### config.mk
export PLATFORM = sky130hd
export DESIGN_NAME = debug_digit_driver
export DESIGN_NICKNAME = d
export VERILOG_FILES = /design/src/rtl/debug_digit_driver.sv
export SDC_FILE = /design/constraint.sdc
export NUM_CORES = 1
export LEC_CHECK = 0
export BUFFER_PORTS_ARGS = -buffer_cell sky130_fd_sc_hd__clkbuf_2
export CORE_UTILIZATION = 55
export DETAILED_ROUTE_END_ITERATION = 10
export PLACE_DENSITY = 0.79
export SYNTH_ARGS = -nofsm -noshare
export SYNTH_HDL_FRONTEND = slang
export SYNTH_SLANG_ARGS = --single-unit
### constraint.sdc
create_clock -name clk -period 4 [get_ports clk]
set_input_delay 1.2 -clock clk [delete_from_list [all_inputs] [get_ports clk]]
set_output_delay 1.2 -clock clk [all_outputs]
set_load 0.1 [all_outputs]
### src/rtl/debug_digit_driver.sv
// Drives a multiplexed 3-digit 7-segment display from a debug byte, in hex or
// unsigned decimal (sequential double-dabble), committing new digits only at frame boundaries.
module debug_digit_driver #(
  parameter int unsigned CLK_DIV        = 14,
  parameter bit          SEG_ACTIVE_LOW = 1'b1
) (
  input  logic       clk,
  input  logic       reset,
  input  logic [7:0] value,
  input  logic       mode_dec,
  output logic [6:0] seg,
  output logic       dp,
  output logic [2:0] dig_en,
  output logic       busy
);

  localparam int unsigned NUM_DIG = 3;
  localparam int unsigned DIG_W   = 5;  // {blank, nibble}
  localparam int unsigned BCD_W   = 12;

  localparam logic [1:0] ST_IDLE    = 2'd0;
  localparam logic [1:0] ST_CAPTURE = 2'd1;
  localparam logic [1:0] ST_SHIFT   = 2'd2;
  localparam logic [1:0] ST_PEND    = 2'd3;

  localparam logic [DIG_W-1:0] DIG_BLANK = 5'b1_0000;
  localparam logic [DIG_W-1:0] DIG_ZERO  = 5'b0_0000;
  localparam logic [6:0]       SEG_OFF   = SEG_ACTIVE_LOW ? 7'h7F : 7'h00;
  localparam logic             DP_OFF    = SEG_ACTIVE_LOW;

  logic [CLK_DIV-1:0]              cnt_q, cnt_d;
  logic [1:0]                      idx_q, idx_d;
  logic [1:0]                      state_q, state_d;
  logic [7:0]                      last_val_q, last_val_d;
  logic                            last_dec_q, last_dec_d;
  logic [7:0]                      bin_q, bin_d;
  logic [BCD_W-1:0]                bcd_q, bcd_d;
  logic [2:0]                      shcnt_q, shcnt_d;
  logic [NUM_DIG-1:0][DIG_W-1:0]   pend_q, pend_d;
  logic                            pend_hex_q, pend_hex_d;
  logic [NUM_DIG-1:0][DIG_W-1:0]   shown_q, shown_d;
  logic                            shown_hex_q, shown_hex_d;
  logic [2:0]                      dig_en_q, dig_en_d;
  logic [6:0]                      seg_q, seg_d;
  logic                            dp_q, dp_d;
  logic                            busy_q, busy_d;

  logic                            tick_c;
  logic                            frame_end_c;
  logic [DIG_W-1:0]                cur_dig_c;
  logic [6:0]                      seg_raw_c;
  logic                            dp_raw_c;
  logic [BCD_W-1:0]                bcd_adj_c;
  logic [3:0]                      hun_c, ten_c, one_c;

  function automatic logic [6:0] seg_map(input logic [3:0] n);
    case (n)
      4'h0: seg_map = 7'h3F;
      4'h1: seg_map = 7'h06;
      4'h2: seg_map = 7'h5B;
      4'h3: seg_map = 7'h4F;
      4'h4: seg_map = 7'h66;
      4'h5: seg_map = 7'h6D;
      4'h6: seg_map = 7'h7D;
      4'h7: seg_map = 7'h07;
      4'h8: seg_map = 7'h7F;
      4'h9: seg_map = 7'h6F;
      4'hA: seg_map = 7'h77;
      4'hB: seg_map = 7'h7C;
      4'hC: seg_map = 7'h39;
      4'hD: seg_map = 7'h5E;
      4'hE: seg_map = 7'h79;
      default: seg_map = 7'h71;
    endcase
  endfunction

  function automatic logic [3:0] add3(input logic [3:0] n);
    add3 = (n >= 4'd5) ? n + 4'd3 : n;
  endfunction

  assign tick_c      = &cnt_q;
  assign frame_end_c = tick_c && (idx_q == 2'd2);

  // Next-state: scan, output staging and conversion FSM
  always_comb begin
    cnt_d       = cnt_q + CLK_DIV'(1);
    idx_d       = idx_q;
    state_d     = state_q;
    last_val_d  = last_val_q;
    last_dec_d  = last_dec_q;
    bin_d       = bin_q;
    bcd_d       = bcd_q;
    shcnt_d     = shcnt_q;
    pend_d      = pend_q;
    pend_hex_d  = pend_hex_q;
    shown_d     = shown_q;
    shown_hex_d = shown_hex_q;
    dig_en_d    = dig_en_q;
    seg_d       = seg_q;
    dp_d        = dp_q;
    cur_dig_c   = shown_q[idx_q];
    seg_raw_c   = cur_dig_c[4] ? 7'h00 : seg_map(cur_dig_c[3:0]);
    dp_raw_c    = (idx_q == 2'd0) && shown_hex_q;
    bcd_adj_c   = {add3(bcd_q[11:8]), add3(bcd_q[7:4]), add3(bcd_q[3:0])};
    hun_c       = '0;
    ten_c       = '0;
    one_c       = '0;

    // Segments are staged from the pre-commit digits so a frame is never torn
    if (tick_c) begin
      idx_d    = (idx_q == 2'd2) ? 2'd0 : idx_q + 2'd1;
      dig_en_d = 3'b001 << idx_q;
      seg_d    = SEG_ACTIVE_LOW ? ~seg_raw_c : seg_raw_c;
      dp_d     = SEG_ACTIVE_LOW ? ~dp_raw_c : dp_raw_c;
    end

    case (state_q)
      ST_IDLE: begin
        if ((value != last_val_q) || (mode_dec != last_dec_q)) begin
          state_d = ST_CAPTURE;
        end
      end
      ST_CAPTURE: begin
        last_val_d = value;
        last_dec_d = mode_dec;
        if (mode_dec) begin
          bin_d   = value;
          bcd_d   = '0;
          shcnt_d = '0;
          state_d = ST_SHIFT;
        end else begin
          pend_d[2]  = DIG_BLANK;
          pend_d[1]  = {1'b0, value[7:4]};
          pend_d[0]  = {1'b0, value[3:0]};
          pend_hex_d = 1'b1;
          state_d    = ST_PEND;
        end
      end
      ST_SHIFT: begin
        {bcd_d, bin_d} = {bcd_adj_c[BCD_W-2:0], bin_q, 1'b0};
        shcnt_d        = shcnt_q + 3'd1;
        if (shcnt_q == 3'd7) begin
          hun_c      = bcd_d[11:8];
          ten_c      = bcd_d[7:4];
          one_c      = bcd_d[3:0];
          pend_d[2]  = {(hun_c == 4'd0), hun_c};
          pend_d[1]  = {(hun_c == 4'd0) && (ten_c == 4'd0), ten_c};
          pend_d[0]  = {1'b0, one_c};
          pend_hex_d = 1'b0;
          state_d    = ST_PEND;
        end
      end
      default: begin
        if (frame_end_c) begin
          shown_d     = pend_q;
          shown_hex_d = pend_hex_q;
          state_d     = ST_IDLE;
        end
      end
    endcase

    busy_d = (state_d != ST_IDLE);
  end

  always_ff @(posedge clk or negedge reset) begin
    if (!reset) begin
      cnt_q       <= '0;
      idx_q       <= '0;
      state_q     <= ST_IDLE;
      last_val_q  <= '0;
      last_dec_q  <= 1'b0;
      bin_q       <= '0;
      bcd_q       <= '0;
      shcnt_q     <= '0;
      pend_q      <= {DIG_BLANK, DIG_ZERO, DIG_ZERO};
      pend_hex_q  <= 1'b1;
      shown_q     <= {DIG_BLANK, DIG_ZERO, DIG_ZERO};
      shown_hex_q <= 1'b1;
      dig_en_q    <= 3'b000;
      seg_q       <= SEG_OFF;
      dp_q        <= DP_OFF;
      busy_q      <= 1'b0;
    end else begin
      cnt_q       <= cnt_d;
      idx_q       <= idx_d;
      state_q     <= state_d;
      last_val_q  <= last_val_d;
      last_dec_q  <= last_dec_d;
      bin_q       <= bin_d;
      bcd_q       <= bcd_d;
      shcnt_q     <= shcnt_d;
      pend_q      <= pend_d;
      pend_hex_q  <= pend_hex_d;
      shown_q     <= shown_d;
      shown_hex_q <= shown_hex_d;
      dig_en_q    <= dig_en_d;
      seg_q       <= seg_d;
      dp_q        <= dp_d;
      busy_q      <= busy_d;
    end
  end

  assign seg    = seg_q;
  assign dp     = dp_q;
  assign dig_en = dig_en_q;
  assign busy   = busy_q;

endmodule

==> impl_results.md <==
* Share of cells above drive strength 1 at 19.5%
* EDFF count, synth at 0
* Leakage at 2.32 nW
* Largest net degree at the start of global routing at 49
* Largest cells by area after synthesis: dfrtp_1, dfstp_2, ha_1
* Dominant cell type by area after synthesis: dfrtp_1
* Vias per inst at 5.66
* Period utilization at 72.0%
* CTS sink count at 90
* Die Footprint at around 0.0086 mm²
* Critical path class: register to register
* Hold WC Path Type: register to register
* Post-Layout Cell Count at 554
* FF-to-FF Start: idx_q[0]
* Pins Over Slew Limit at 0
* Port-buffer cells at 22
* Inserted Clock Buffers at 9
* Vias in the first global route at 3,114
* Placed Area at 0.00475 mm²
* Number of max-cap violations at 0
* Mapped cell area at roughly 0.0046 mm²
* CTS tree: yes
* Final Util at 63.0%
* R2R Setup Slk at 1.12 ns
* PwrDens at approximately 550 mW/mm²
* HPWL after DPL at 6.15 mm
* Status: finished, final reports clean
* Vias at 3,136
* Total gr overflow at 0
* H-tree depth at 3
* Total Wirelength at 8.53 mm
* Synthesized Nets at around 460
* Critical Path RT at 4.28 ns
* Nets at 477
* Clk slew on worst S/H paths at roughly 0.090 ns
* Worst-Skew Late Latency at between 0.3 and 0.4 ns
* Synth top area share at 42.9%
* Peak VDD IR at 0.384 mV
* CTS resizes at 0
* Net Switching at 0.000981 W
* Root buf cell: clkbuf_8
* Mapped Cells at 427
* CTS Buffer Depth at 2
* M1 WL at 4.01 mm
* Clock share of power at 22.6%
* YS warnings at 0
* Worst Setup End Kind: register
* Final setup fails at 0
* Metal3 WL at 317 µm
* Synth Register Bits at 90
* Highest net fanout along the worst path at 14
* Post-cts hold buffer count at 0
* Crit path time final at 2.88 ns
* Async SR Flop Fraction at 100%
* Internal at 0.00171 W
* Gr usage total at around 22%
* Die W at 93.0 µm
* Initial DRC Count at between 100 and 150
* R2R cell count at 9
* Critical Path Start Type: register
* Syn-to-layout area delta at 8.55%
* Core Rows at 32
* Die Height at 93.0 µm
* Highest metal used: met4
* Core ar. at 0.00785 mm²
* Post-route ant nets at 0
* Setup crit end: seg[3]
* Dpl cells at ~540
* Hold Vio Cnt, Final at 0
* Initial antenna violation count at 0
* RSZ-0062 raised after global routing: no
* Hold path depth at 1
* Post-CTS setup buffer count at 0
* Main synth FF type: dfrtp_1
* Worst Max-Slew Pin Slew at 1.17 ns
* Design area at 0.00494 mm²
* Drt pass-1 iters at 4
* Reg power frac at 44.8%
* Max Clock Freq at 347 MHz
* Synth top cells by count: dfrtp_1, nand2_1, o21ai_0, nor2_1
* Initial Utilization at 58.0%
* Origin of the worst setup path: idx_q[0]
* Diode count at 0
* Final setup TNS at 0 ns
* Seq/Total Area, Yosys at about 50%
* Comb pwr share at around 33%
* Number of library cell types mapped by synthesis at slightly below 50
* First-pass GRT wire length at 14.8 mm
* I/O Pins at 23
* Global placement routability congestion at 0.964
* Max transition margin at about a fifth
* Most common cell in the netlist: dfrtp_1
* Wire per inst at 15.4 µm
* Critical R2R Capture: seg[3]
* WL met2 at ~4.0 mm
* Avg Cell Area, Syn at around 11 µm²
* Max Clock Skew at 0.00925 ns
* Net Sw Frac at 36.4%
* Worst EP arrival at 3.16 ns
* DRC Markers at 0
[cell families (layout without fill, tap and decap cells)]
logic type / after synthesis / in the layout / synth area share (%)
fa+ha+maj: 19 / 19 / 5.22
mux: 38 / 38 / 9.95
compound gates: 90 / 90 / 12.6
flops: 90 / 90 / 49.8
xor+xnor: 27 / 27 / 5.20
buf+inv: 34 / 59 / 3.02
simple gates: 129 / 129 / 14.2
[power by group through the flow]
stage,clock network (W),logic [W],registers (W)
floorplan,0,0.000659,0.00122
global placement,0,0.000842,0.00122
detailed placement,0,0.000875,0.00122
CTS,0.000625,0.000880,0.00121
global route,0.000659,0.000986,0.00123
finish,0.000609,0.000878,0.00121
[how the worst min path moves through the flow]
stage,from,endpoint,slack [ns]
after floorplan,pend_q[2],pend_q[2],0.43
after global placement,cnt_q[0],cnt_q[0],0.46
after detailed placement,pend_q[11],pend_q[11],0.46
after CTS,cnt_q[0],cnt_q[0],0.48
after global routing,pend_hex_q,pend_hex_q,0.50
final,cnt_q[0],cnt_q[0],0.48
[critical path, stage by stage, from the launching register on]
cell and delay, ns:
dfrtp_1 0.54, nor2b_1 0.68, a22oi_1 0.35, inv_1 0.21, ha_1 0.24, mux2i_1 0.09, nand3_1 0.08, o21ai_0 0.08
or3_1 0.34, a31oi_1 0.18
[final cells by class]
type	count	area, µm²
Clock buffer	9	124
Clock inverter	7	68.8
Fill cell	640	2910
Inverter	18	67.6
Multi-Input combinational cell	303	2150
Sequential cell	90	2270
Tap cell	102	128
Timing Repair Buffer	25	135
[routing by layer]
metal	global-route usage [%]	vias up
li1	-	1535
met1	29.1	1497
met2	35.3	81
met3	3.33	23
met4	9.49	0
met5	0	-
[flip-flops by register name (all words and copies together), names as in the netlist, 2 cells and up]
signal      flops
bcd_q          12
bin_q           8
cnt_q          14
idx_q           2
last_val_q      8
pend_q         14
seg             7
shcnt_q         3
shown_q        14
state_q         2
[placed cells by master (no fill, tap or decap), types with 2 or more instances in the layout]
| cell type | instances |
|---|---|
| mux2_4 | 10 |
| o211ai_1 | 3 |
| clkbuf_8 | 9 |
| a2bb2oi_1 | 2 |
| mux2_2 | 18 |
| nor2_1 | 27 |
| dfstp_2 | 12 |
| nand2_1 | 52 |
| a21oi_1 | 15 |
| mux2i_1 | 10 |
| nor2b_1 | 7 |
| a211oi_1 | 3 |
| clkinvlp_4 | 2 |
| a21o_1 | 3 |
| nand4_1 | 5 |
| nor3b_1 | 5 |
| nand3_1 | 14 |
| ha_1 | 19 |
| dfrtp_1 | 78 |
| o21ai_0 | 37 |
| a31oi_1 | 8 |
| buf_4 | 4 |
| a22oi_1 | 2 |
| a22o_1 | 8 |
| clkbuf_2 | 21 |
| clkinv_2 | 3 |
| nand2b_1 | 6 |
| nor4bb_1 | 2 |
| inv_1 | 18 |
| xnor2_1 | 19 |
| xor2_1 | 8 |
[per-stage QoR]
| stage | setup WS, ns | power, W | hold slack (ns) |
|---|---|---|---|
| floorplan | 1.03 | 0.00188 | 0.435 |
| global placement | 1.26 | 0.00206 | 0.458 |
| finish | 1.12 | 0.00269 | 0.477 |
| CTS | 1.13 | 0.00271 | 0.483 |
| global route | 0.906 | 0.00288 | 0.499 |
| detailed placement | 1.14 | 0.00210 | 0.463 |
Note: power is estimated with default switching activity, not from simulation.
